### src/rtl/instr_fetch.sv
// Instruction fetch unit: walks the PC, fetches over a req/ack memory port and
// buffers {pc, instr} pairs in a small FIFO whose head is decoded into fields.
module instr_fetch #(
  parameter logic [31:0] RESET_PC = 32'h0000_0000,
  parameter int          DEPTH    = 2
) (
  input  logic        clk,
  input  logic        rst_n,
  output logic        imem_req,
  output logic [31:0] imem_addr,
  input  logic        imem_ack,
  input  logic [31:0] imem_rdata,
  input  logic        redirect,
  input  logic [31:0] redirect_pc,
  output logic        out_valid,
  input  logic        out_ready,
  output logic [5:0]  OpCode,
  output logic [5:0]  func,
  output logic [4:0]  rs,
  output logic [4:0]  rt,
  output logic [4:0]  rd,
  output logic [4:0]  shamt,
  output logic [15:0] imm,
  output logic [25:0] target,
  output logic [31:0] out_pc
);

  localparam int PTR_W = (DEPTH > 1) ? $clog2(DEPTH) : 1;
  localparam int CNT_W = PTR_W + 1;

  typedef enum logic [1:0] {S_IDLE, S_REQ, S_DISCARD} state_t;

  state_t           state_reg, state_next;
  logic [31:0]      addr_reg, addr_next;
  logic [31:0]      target_reg, target_next;
  logic [PTR_W-1:0] wr_ptr_reg, rd_ptr_reg;
  logic [CNT_W-1:0] count_reg, count_next;
  logic [31:0]      pc_mem_reg    [DEPTH];
  logic [31:0]      instr_mem_reg [DEPTH];
  logic [DEPTH-1:0] wr_en;
  logic [31:0]      redirect_addr;
  logic [31:0]      head_instr;
  logic             push, pop, space;

  assign redirect_addr = redirect_pc & 32'hFFFF_FFFC;
  assign out_valid     = (count_reg != '0);
  assign pop           = out_valid && out_ready;
  // A redirect in the same cycle as an ack drops that response.
  assign push          = (state_reg == S_REQ) && imem_ack && !redirect;
  assign count_next    = redirect ? '0 : (count_reg + CNT_W'(push) - CNT_W'(pop));
  assign space         = (count_next < CNT_W'(DEPTH));

  genvar gi;
  generate
    for (gi = 0; gi < DEPTH; gi++) begin : g_wr_en
      assign wr_en[gi] = push && (wr_ptr_reg == PTR_W'(gi));
    end
  endgenerate

  always_comb begin
    state_next  = state_reg;
    addr_next   = addr_reg;
    target_next = target_reg;
    case (state_reg)
      S_IDLE: begin
        if (redirect) begin
          addr_next  = redirect_addr;
          state_next = S_REQ;
        end else if (space) begin
          state_next = S_REQ;
        end
      end
      S_REQ: begin
        if (redirect) begin
          if (imem_ack) begin
            addr_next = redirect_addr;
          end else begin
            // Address must stay stable until the stale response returns.
            target_next = redirect_addr;
            state_next  = S_DISCARD;
          end
        end else if (imem_ack) begin
          addr_next = addr_reg + 32'd4;
          if (!space) begin
            state_next = S_IDLE;
          end
        end
      end
      S_DISCARD: begin
        if (imem_ack) begin
          addr_next  = redirect ? redirect_addr : target_reg;
          state_next = S_REQ;
        end else if (redirect) begin
          target_next = redirect_addr;
        end
      end
      default: state_next = S_IDLE;
    endcase
  end

  always_ff @(posedge clk or negedge rst_n) begin
    if (!rst_n) begin
      state_reg  <= S_IDLE;
      addr_reg   <= RESET_PC;
      target_reg <= RESET_PC;
      wr_ptr_reg <= '0;
      rd_ptr_reg <= '0;
      count_reg  <= '0;
    end else begin
      state_reg  <= state_next;
      addr_reg   <= addr_next;
      target_reg <= target_next;
      count_reg  <= count_next;
      if (redirect) begin
        wr_ptr_reg <= '0;
        rd_ptr_reg <= '0;
      end else begin
        if (push) wr_ptr_reg <= wr_ptr_reg + PTR_W'(1);
        if (pop)  rd_ptr_reg <= rd_ptr_reg + PTR_W'(1);
      end
    end
  end

  always_ff @(posedge clk or negedge rst_n) begin
    if (!rst_n) begin
      for (int i = 0; i < DEPTH; i++) begin
        pc_mem_reg[i]    <= RESET_PC;
        instr_mem_reg[i] <= '0;
      end
    end else begin
      for (int i = 0; i < DEPTH; i++) begin
        if (wr_en[i]) begin
          pc_mem_reg[i]    <= addr_reg;
          instr_mem_reg[i] <= imem_rdata;
        end
      end
    end
  end

  assign imem_req   = (state_reg != S_IDLE);
  assign imem_addr  = addr_reg;
  assign head_instr = instr_mem_reg[rd_ptr_reg];
  assign out_pc     = pc_mem_reg[rd_ptr_reg];
  assign OpCode     = head_instr[31:26];
  assign rs         = head_instr[25:21];
  assign rt         = head_instr[20:16];
  assign rd         = head_instr[15:11];
  assign shamt      = head_instr[10:6];
  assign func       = head_instr[5:0];
  assign imm        = head_instr[15:0];
  assign target     = head_instr[25:0];

endmodule

### config.mk
export PLATFORM = sky130hd
export DESIGN_NAME = instr_fetch
export DESIGN_NICKNAME = d
export VERILOG_FILES = /design/src/rtl/instr_fetch.sv
export SDC_FILE = /design/constraint.sdc
export NUM_CORES = 1
export LEC_CHECK = 0
export BUFFER_PORTS_ARGS = -buffer_cell sky130_fd_sc_hd__buf_2
export CORE_ASPECT_RATIO = 1.4
export CORE_MARGIN = 4
export CORE_UTILIZATION = 40
export CTS_CLUSTER_DIAMETER = 80
export CTS_CLUSTER_SIZE = 8
export DETAILED_ROUTE_END_ITERATION = 7
export GPL_ROUTABILITY_DRIVEN = 1
export MAX_ROUTING_LAYER = met4
export SETUP_SLACK_MARGIN = 0.5
export SYNTH_ARGS = -nofsm -noshare
export SYNTH_HDL_FRONTEND = slang
export SYNTH_SLANG_ARGS = --single-unit
export TNS_END_PERCENT = 5
### constraint.sdc
create_clock -name clk -period 2.95 [get_ports clk]
set_input_delay 0.4425 -clock clk [delete_from_list [all_inputs] [get_ports clk]]
set_output_delay 0.4425 -clock clk [all_outputs]
set_load 0.01 [all_outputs]
==> summary.txt, run 1 <==
Run status
  • Run status: finished, final reports clean

Placed design
  • I/O Buffers: about 210
  • DPL Wire Length: 16.9 mm
  • DP Cell Count: around 1,200
  • Place WS: ~0.29 ns
  • Placer Congestion: slightly above 0.8

Detailed routing
  • DR WL/cell: between 15 and 20 um
  • Final WL: between 20 and 25 mm
  • 1st-pass router iterations: 5
  • Via count: approximately 7,000
  • Vias per cell: approximately 5.4
  • Drt initial violations: between 400 and 500
  • Final ANT Viol Nets: 0
  • DRC viols: 0

Setup path
  • Slowest CP cell: dfrtp_4
  • Arrival time at the worst endpoint: a little under 2 ns
  • Cell chain of the critical path: buf_12 > mux2_2 > buf_2
  • Critical path endpoint: rd[4]
  • R2r setup slk: between 0.6 and 0.7 ns
  • Worst setup path startpoint: rd_ptr_reg
  • Critical-path maximum fanout: 34
  • Reg2reg start: state_reg[1]
  • Crit Path Category: reg2out
  • Reg2reg path depth: 12
  • Crit start category: register
  • RR Endpoint: state_reg[1]
  • Setup crit end kind: output pin
  • WP data required: 2.51 ns
  • Slowest stage delay, CP: approximately 0.66 ns

Global routing
  • GRT Total Usage: 0.188
  • Largest net degree at the start of global routing: 67
  • Initial antenna violation count: 4
  • Grt ovf: 0
  • First-pass GRT wire length: about 39 mm
  • Vias in the first global route: just over 7,000

Logic synthesis
  • Post-Synth Adder-Cell Area: 0.0102
  • Number of synthesized flops with an enable pin: 0
  • Syn Inst Count: between 800 and 900
  • Top FF cell, synth: dfrtp_1
  • Synth Area in Compound Gates: 0.0888
  • Post-Synth Simple-Gate Area: 0.0809
  • Multiplexer share of the synthesized area: 0.255
  • Share of flip-flops with an asynchronous set or reset: 1.00
  • Sequential area share after synthesis: 0.504
  • Yosys warnings: 0
  • #FFs+latches synth: just under 200
  • Synthesized area per cell: 12.3 sq um
  • Netlist Area Pre-Place: approximately 10000 sq um
  • Xor and xnor area share after synthesis: 0.00496
  • Largest family of logic cells by synthesized area: multiplexers
  • Netlist cell types: 63
  • Post-synth net total: just under 900

Pwr
  • Sw frac: 0.374
  • P per Cell Area: 1140 nW/um^2
  • P_sw: 0.00500 W
  • Clock group share of total power: 0.190
  • Pleak: between 5 and 6 nW
  • Worst vdd ir: 0.575 mV
  • Seq pwr share: 0.362
  • Cell Int Power: between 0.008 and 0.009 W
  • Power share of the combinational group: 0.448

Timing
  • Final Hold Vio Count: 0
  • Clk_skew: around 0.011 ns
  • Worst-Margin Slew: a little under 0.7 ns
  • Setup violators final: 0
  • Max_slew headroom: 0.545
  • Fmax: about 420 MHz
  • Setup_tns: 0 ns
  • Crit path time final: 2.38 ns
  • Max-slew violations: 0
  • WHS: 0.0103 ns
  • RSZ-0062 raised after global routing: true
  • Period utilisation layout: 0.805
  • Final setup margin: 0.574 ns

Die
  • Rows: 67
  • # IOs: approximately 210
  • Die H: just under 200 um
  • Die X: roughly 140 um
  • Core area: about 24,000 sq um
  • Die area: 27,200 sq um
  • Starting Density: 0.409

Cells and area
  • Area grow syn2layout: 19.1%
  • Nets: approximately 1,000
  • Share of layout cells above drive strength 1: 0.518
  • Non-Filler Instances: between 1,000 and 1,500

Run
  • # Max-Cap Violations: 0

CTS
  • TritonCTS clock tree: built
  • Total clock sinks: slightly below 200
  • Clk Latency, worst-skew pair: approximately 0.44 ns
  • CTS Hold Buffers Added: 0
  • CTS root buf: clkbuf_16
  • Clk buf depth: 2
  • CTS buffer count: 17
  • Clock transition at path regs: 0.07 ns
  • H-tree levels: 4

Hold path
  • Hold crit path type: in2async
power groups by stage:
stage | clock network, W | logic, W | registers [W]
after floorplan | 0 | 0.00446 | 0.00459
after global placement | 0 | 0.00585 | 0.00487
after detailed placement | 0 | 0.00593 | 0.00493
after CTS | 0.00263 | 0.00607 | 0.00485
after global routing | 0.00273 | 0.00657 | 0.00501
final | 0.00255 | 0.00598 | 0.00484
metal layers:
metal	routed length (um)	track usage	up-vias
li1	-	-	3217
met1	10000	0.217	3523
met2	13000	0.325	210
met3	1290	0.0385	27
met4	510	0.0621	0
met5	0	-	-
worst max-delay path, delay by kind of cell, from the launching register on:
| family | cells | cell delay (ns) |
|---|---|---|
| buffers and inverters | 2 | 0.42 |
| muxes | 1 | 0.38 |
| DFF | 1 | 0.66 |
Yosys cell counts (2+ instances only):
cell type / instances / area, sq um
inv_1: 9 / 33.8
a31oi_1: 10 / 62.6
xnor2_1: 2 / 17.5
and4_1: 5 / 43.8
clkbuf_1: 19 / 71.3
a221oi_1: 3 / 26.3
a311o_1: 2 / 20.0
buf_1: 2 / 7.51
o21a_1: 8 / 60.1
nor2b_1: 4 / 25.0
nor3_4: 2 / 32.5
o22a_1: 7 / 61.3
nand2b_1: 4 / 25.0
o31ai_1: 3 / 22.5
and2_2: 2 / 15.0
a2bb2oi_1: 2 / 17.5
buf_2: 22 / 110
and2_1: 7 / 43.8
a21boi_0: 3 / 22.5
a21oi_1: 9 / 45.0
mux2_2: 220 / 2480
a22oi_1: 4 / 30.0
o41a_1: 2 / 22.5
nor3_1: 7 / 35.0
o2bb2ai_1: 4 / 35.0
nand4_1: 10 / 62.6
a221o_1: 8 / 80.1
o221a_2: 2 / 22.5
o41ai_1: 2 / 17.5
nor4_1: 6 / 37.5
o21ai_0: 28 / 140
nand2_1: 43 / 161
a22o_1: 2 / 17.5
or2_2: 2 / 12.5
ha_1: 8 / 100
buf_4: 43 / 323
nor2_1: 37 / 139
nand3_1: 14 / 70.1
mux2i_1: 3 / 30.0
a222oi_1: 7 / 70.1
o2111ai_1: 2 / 17.5
or3_1: 3 / 18.8
and3_2: 2 / 15.0
dfrtp_1: 198 / 4950
o211ai_1: 2 / 15.0
final cells by class:
cell class              count  area, sq um
fillers                  2185        12300
flip-flops and latches    198         4960
multi-input cells         508         4370
repair buffers            228         1310
clock buffers              18          429
well taps                 310          388
clock inverters            14          210
inverters                   9         33.8
diodes                      4         10.0
how the worst min path moves through the flow:
stage | endpoint | slack [ns] | depth (start not counted)
after floorplan | count_reg[0] | 0.15 | 0
after global placement | pc_mem_reg[9] | 0.47 | 2
after detailed placement | pc_mem_reg[6] | 0.48 | 2
after CTS | count_reg[1] | 0.01 | 1
after global routing | instr_mem_reg[36] | 0.04 | 1
final | count_reg[0] | 0.01 | 1
stage by stage:
stage | utilization | area, sq um | total power [W]
after global placement | 0.457 | 11000 | 0.0107
after floorplan | - | 9840 | 0.00905
after global routing | 0.487 | 11700 | 0.0143
final | 0.487 | 11700 | 0.0134
after CTS | 0.486 | 11700 | 0.0136
after detailed placement | 0.457 | 11000 | 0.0109
placed cells by master (no fill, tap or decap), types with 8 or more instances in the layout:
cell type  synthesis  final
a21oi_1            9      9
a221o_1            8      8
a31oi_1           10     10
buf_2             22    205
buf_4             43     14
clkbuf_16          0     17
dfrtp_1          198    197
inv_1              9      8
mux2_2           220    220
nand2_1           43     42
nand3_1           14     13
nand4_1           10     10
nor2_1            37     35
o21a_1             8      8
o21ai_0           28     26
logic make-up after synthesis:
family	after synthesis
AOI/OAI and AO/OA	118
DFF	198
adders and majority gates	8
muxes	223
buffers and inverters	96
and+or+nand+nor	155
xor gates and xnor gates	4
what timing repair did:
item | in CTS | in global routing
gates resized for setup | 5 | 3
buffers inserted | 4 | 0
pin swaps | 2 | 0
setup endpoints to repair | 74 | 25
(Power assumes the default switching activity.)
==> inputs of run 2 (changes only) <==
==> constraint.sdc (replaced) <==
create_clock -name clk -period 2.35 [get_ports clk]
set_input_delay 0.3525 -clock clk [delete_from_list [all_inputs] [get_ports clk]]
set_output_delay 0.3525 -clock clk [all_outputs]
set_load 0.01 [all_outputs]
==> run 2 against run 1 <==
Register-to-register slack got worse by 0.54 ns. Highest routed layer unchanged. Clock power rose by 17%. Hold slack improved by 0.15 ns. Critical endpoint is now imem_addr[7]. Power rose by 49%. Clock-buffer cell count fell by 1. Sequential share of layout area fell by 5.1 points. Combinational power rose by 82%. Worst setup slack got worse by 0.50 ns. First-iteration DRC count fell by 15%. Largest power group unchanged.
==> summary.txt, run 2 (same netlist as run 1, synthesis figures left out) <==
Run status
  • Run status: finished, final reports clean

Pwr
  • Pleak: between 6 and 7 nW
  • Cell Int Power: 0.0125 W
  • Power share of the combinational group: 0.550
  • Worst vdd ir: about 0.71 mV
  • Sw frac: 0.369
  • Clock group share of total power: 0.150
  • P_sw: roughly 0.0073 W
  • Seq pwr share: 0.301
  • P per Cell Area: 1490 nW/um^2
  • Power Total: between 0.015 and 0.02 W

Cells and area
  • Nets: roughly 1,100
  • Most frequent cells in the layout: dfrtp_1 (194), mux2_2 (183), buf_2 (178), buf_4 (56), buf_6 (47)
  • Commonest non-fill, non-tap cell in the layout: dfrtp_1
  • Non-Filler Instances: approximately 1,400
  • Share of layout cells above drive strength 1: 0.599
  • Fin area: between 10,000 and 15,000 sq um
  • Area grow syn2layout: 35.4%

Setup path
  • WP data required: around 2.7 ns
  • Setup crit end kind: register
  • Slowest stage delay, CP: ~0.37 ns
  • Arrival time at the worst endpoint: between 2 and 3 ns
  • Slowest CP cell: dfrtp_1
  • Crit Path Category: reg2reg
  • RR Endpoint: imem_addr[7]
  • Reg2reg start: state_reg[1]
  • Critical-path maximum fanout: 7
  • Cell chain of the critical path: inv_2 > buf_4 > buf_6 > buf_6 > ha_4 > buf_12 > nand2_8 > buf_12 > buf_8 > a221o_1 > o21a_1 > o22a_1
  • R2r setup slk: ~0.07 ns
  • Reg2reg path depth: 12
  • Crit start category: register

Hold path
  • Hold crit path type: in2reg
  • Min-Delay Endpoint: instr_mem_reg[29]
  • HP Start: imem_rdata[29]
  • Hold Path Cell Cnt: 2

Placed design
  • I/O Buffers: slightly above 200
  • Cell Area, Placed: 11,400 sq um
  • Placer Congestion: 0.819
  • DP Cell Count: 1,288
  • Place WS: a little over 0.03 ns
  • DPL Wire Length: 18.0 mm

Run
  • # Max-Cap Violations: 0

Timing
  • Period utilisation layout: 0.970
  • RSZ-0062 raised after global routing: true
  • Crit path time final: 2.28 ns
  • Max_slew headroom: 0.647
  • Final Hold Vio Count: 0
  • Clk_skew: about 0.011 ns
  • Fmax: ~440 MHz
  • Worst-Margin Slew: roughly 0.52 ns
  • Final setup margin: around 0.07 ns
  • Setup_tns: 0 ns
  • Max-slew violations: 0
  • Setup violators final: 0

Die
  • Die X: ~140 um
  • Core area: roughly 24,000 sq um
  • Die H: roughly 190 um
  • Starting Density: 0.409
  • Die area: about 27,000 sq um
  • # IOs: 209
  • Rows: between 60 and 70

CTS
  • Clock transition at path regs: ~0.08 ns
  • TritonCTS clock tree: built
  • CTS buffer count: 17
  • H-tree levels: 4
  • CTS root buf: clkbuf_16
  • Total clock sinks: between 150 and 200
  • Clk buf depth: 2
  • Clk Latency, worst-skew pair: about 0.44 ns

Detailed routing
  • DRC viols: 0
  • Final ANT Viol Nets: 0
  • Via count: around 7,400
  • Final WL: between 20 and 30 mm
  • Drt initial violations: about 400
  • 1st-pass router iterations: 6
  • DR WL/cell: about 20 um
  • Vias per cell: between 5 and 6

Global routing
  • GRT Total Usage: 0.196
  • Largest net degree at the start of global routing: 73
  • Grt ovf: 0
  • Vias in the first global route: ~7,400
  • Initial antenna violation count: 3
  • First-pass GRT wire length: between 40 and 50 mm
==> run 2: metrics by stage <==
| stage | hold WS (ns) | utilization |
|---|---|---|
| 3_5_place_dp | 0.293 | 0.473 |
| 6_report | 0.157 | 0.554 |
| 3_3_place_gp | 0.303 | 0.473 |
| 4_1_cts | 0.131 | 0.517 |
| 2_1_floorplan | 0.0569 | - |
| 5_1_grt | 0.135 | 0.554 |
==> run 2: what timing repair did <==
action                                  CTS  global route
hold endpoints to repair                 35             0
hold buffers                              1             0
setup buffers                            25            16
pin swaps                                13            49
cloned                                    4             3
endpoints found under the setup margin  271           290
resized for setup                        42           159
==> run 2: layer usage <==
metal  GRT usage  wire length, um  part of all wire  vias up
met5           -                0                 0        -
met4      0.0654              486             0.018        0
met3      0.0388             1290             0.048       26
met2       0.335            14500              0.53      197
met1       0.231            10900              0.40     3767
li1            -                -                 -     3394
==> run 2: worst max-delay path by stage <==
stage / startpoint / end / slack (ns) / cells after the start
2_1_floorplan: state_reg[1] / state_reg[0] / 0.18 / 12
3_3_place_gp: state_reg[0] / imem_addr[28] / 0.07 / 7
3_5_place_dp: state_reg[1] / state_reg[0] / 0.03 / 12
4_1_cts: state_reg[1] / state_reg[0] / 0.15 / 12
5_1_grt: state_reg[1] / state_reg[0] / -0.02 / 12
6_report: state_reg[1] / imem_addr[7] / 0.07 / 12
==> run 2: power groups by stage <==
| stage | clock network (W) | logic [W] | registers (W) |
|---|---|---|---|
| 2_1_floorplan | 0 | 0.00565 | 0.00577 |
| 3_3_place_gp | 0 | 0.00797 | 0.00596 |
| 3_5_place_dp | 0 | 0.00808 | 0.00602 |
| 4_1_cts | 0.00306 | 0.00919 | 0.00592 |
| 5_1_grt | 0.00320 | 0.0117 | 0.00619 |
| 6_report | 0.00298 | 0.0109 | 0.00598 |
==> run 2: area by class of cell <==
| class | instances | area [sq um] |
|---|---|---|
| well taps | 310 | 388 |
| flip-flops and latches | 198 | 4960 |
| multi-input cells | 509 | 4880 |
| inverters | 9 | 41.3 |
| diodes | 3 | 7.51 |
| clock inverters | 15 | 168 |
| clock buffers | 17 | 425 |
| repair buffers | 311 | 2450 |
| fillers | 2038 | 10700 |
==> run 2: worst max-delay path, delay by kind of cell (launching register included) <==
kind	cells	cell delay [ns]
DFF	1	0.37
buffers and inverters	7	0.80
AOI/OAI and AO/OA	3	0.66
adders and majority gates	1	0.30
and+or+nand+nor	1	0.05
==> inputs of run 3 (changes only) <==
--- a/config.mk
+++ b/config.mk
@@ -6,6 +6,8 @@
 export NUM_CORES = 1
 export LEC_CHECK = 0
 export BUFFER_PORTS_ARGS = -buffer_cell sky130_fd_sc_hd__buf_2
+export CELL_PAD_IN_SITES_DETAIL_PLACEMENT = 1
+export CELL_PAD_IN_SITES_GLOBAL_PLACEMENT = 1
 export CORE_ASPECT_RATIO = 1.4
 export CORE_MARGIN = 4
 export CORE_UTILIZATION = 40
@@ -14,6 +16,7 @@
 export DETAILED_ROUTE_END_ITERATION = 7
 export GPL_ROUTABILITY_DRIVEN = 1
 export MAX_ROUTING_LAYER = met4
+export PLACE_DENSITY_LB_ADDON = 0.1
 export SETUP_SLACK_MARGIN = 0.5
 export SYNTH_ARGS = -nofsm -noshare
 export SYNTH_HDL_FRONTEND = slang
==> run 3 against run 2 <==
Register-to-register slack improved by 0.07 ns. Core utilization is 3.8 points lower. Critical path depth unchanged. Via count down 2.3%. Maximum frequency is 3.3% higher. Critical endpoint is now state_reg[0].
==> summary.txt, run 3 (same netlist as run 1, synthesis figures left out) <==
CTS
  • TritonCTS clock tree: built
  • H-tree levels: 4
  • CTS buffer count: 17
  • Clk buf depth: 2
  • Total clock sinks: 198
  • Clock transition at path regs: ~0.08 ns
  • CTS root buf: clkbuf_16
  • Clk Latency, worst-skew pair: ~0.43 ns

Timing
  • Worst-Margin Slew: just under 0.5 ns
  • Max-slew violations: 0
  • Setup violators final: 0
  • Final Hold Vio Count: 0
  • Crit path time final: roughly 2.2 ns
  • RSZ-0062 raised after global routing: true
  • Period utilisation layout: 0.939
  • Fmax: around 450 MHz
  • Clk_skew: ~0.012 ns
  • WHS: ~0.16 ns
  • Setup_tns: 0 ns
  • Max_slew headroom: 0.674

Die
  • Rows: 67
  • Die X: 141 um
  • Core area: ~24,000 sq um
  • Die H: 194 um
  • Die area: about 27,000 sq um
  • # IOs: roughly 210
  • Starting Density: 0.409

Placed design
  • I/O Buffers: just over 200
  • DPL Wire Length: roughly 19 mm
  • Placer Congestion: between 0.7 and 0.8
  • DP Cell Count: approximately 1,300

Pwr
  • P per Cell Area: between 1000 and 1500 nW/um^2
  • Worst vdd ir: between 0.8 and 0.9 mV
  • Pleak: a little under 6 nW

Setup path
  • Critical-path maximum fanout: 2
  • Setup crit end kind: register
  • WP data required: between 2 and 3 ns
  • Crit start category: register
  • Arrival time at the worst endpoint: between 2 and 3 ns
  • Reg2reg path depth: 12
  • Crit Path Category: reg2reg

Global routing
  • Met2 Use GR: 0.348
  • GRT Total Usage: 0.203
  • Grt ovf: 0
  • First-pass GRT wire length: 43.1 mm
  • Grt met3 use: 0.0324
  • Initial antenna violation count: 0
  • Largest net degree at the start of global routing: 66
  • Met1 GRT Util: 0.249
  • GR peak layer: met2
  • Vias in the first global route: roughly 7,700

Cells and area
  • Nets: roughly 1,100
  • Share of layout cells above drive strength 1: 0.559
  • Commonest non-fill, non-tap cell in the layout: mux2_2
  • Non-Filler Instances: between 1,000 and 1,500
  • Ant diodes: 0
  • Area grow syn2layout: 26.1%
  • Most frequent cells in the layout: mux2_2 (215), dfrtp_1 (196), buf_2 (194), buf_4 (61), nand2_1 (42)

Hold path
  • Hold crit path type: in2reg
  • Hold Path Cell Cnt: 2

Detailed routing
  • DR WL/cell: between 20 and 25 um
  • Final WL: between 20 and 30 mm
  • Drt initial violations: around 230
  • Final ANT Viol Nets: 0
  • DRC viols: 0
  • 1st-pass router iterations: 4
  • Vias per cell: approximately 5.4
  • Via count: approximately 7,200

Run
  • # Max-Cap Violations: 0

Run status
  • Run status: finished, final reports clean
==> run 3: routing by layer <==
metal / part of all wire / wire [um]
met1: 0.43 / 11500
met2: 0.52 / 14200
met4: 0.016 / 443
met5: 0 / 0
met3: 0.033 / 898
==> run 3: worst max-delay path, cell delays in order (launching register included) <==
cell	delay, ns
dfrtp_1	0.41
inv_2	0.09
ha_4	0.13
and2b_2	0.18
nand2_4	0.06
ha_4	0.26
inv_2	0.04
ha_4	0.14
xnor3_1	0.18
nor2_2	0.16
mux2i_1	0.23
o21ai_2	0.10
mux2i_1	0.13
==> run 3: worst paths after layout <==
check / start / endpoint / slack (ns)
min in group asynchronous: rst_n / instr_mem_reg[44] / 0.44
hold / removal: redirect_pc[12] / target_reg[12] / 0.16
setup reg to reg: state_reg[1] / state_reg[0] / 0.14
hold reg to reg: pc_mem_reg[6] / pc_mem_reg[6] / 0.50
max in group asynchronous: rst_n / pc_mem_reg[43] / 1.19
setup / recovery: state_reg[1] / state_reg[0] / 0.14
==> run 3: repair_timing <==
item / 4_1_cts / 5_1_grt
buffers inserted: 8 / 10
cloned: 1 / 1
resized for setup: 22 / 21
pin swaps: 4 / 13
hold buffers: 1 / 0
setup endpoints to repair: 286 / 286
endpoints found under the hold margin: 44 / 0
==> run 3: cell type report <==
| class | instances | area, sq um |
|---|---|---|
| fillers | 2555 | 11700 |
| clock inverters | 12 | 170 |
| repair buffers | 284 | 1890 |
| clock buffers | 20 | 467 |
| well taps | 310 | 388 |
| multi-input cells | 508 | 4500 |
| inverters | 9 | 33.8 |
| flip-flops and latches | 198 | 4960 |
==> run 3: through the flow <==
step                setup slack (ns)  power (W)   util  cell area, sq um
CTS                            0.169     0.0177  0.508             12200
global route                  0.0461     0.0191  0.516             12400
floorplan                      0.183     0.0114      -              9890
finish                         0.144     0.0178  0.516             12400
detailed placement            0.0508     0.0142  0.472             11400
global placement               0.100     0.0139  0.472             11400
==> run 3: where the power goes <==
group	leakage [nW]	switching (W)	internal [W]
combinational	3.06	0.00424	0.00451
clock	0.306	0.00135	0.00178
sequential	2.49	0.00104	0.00490
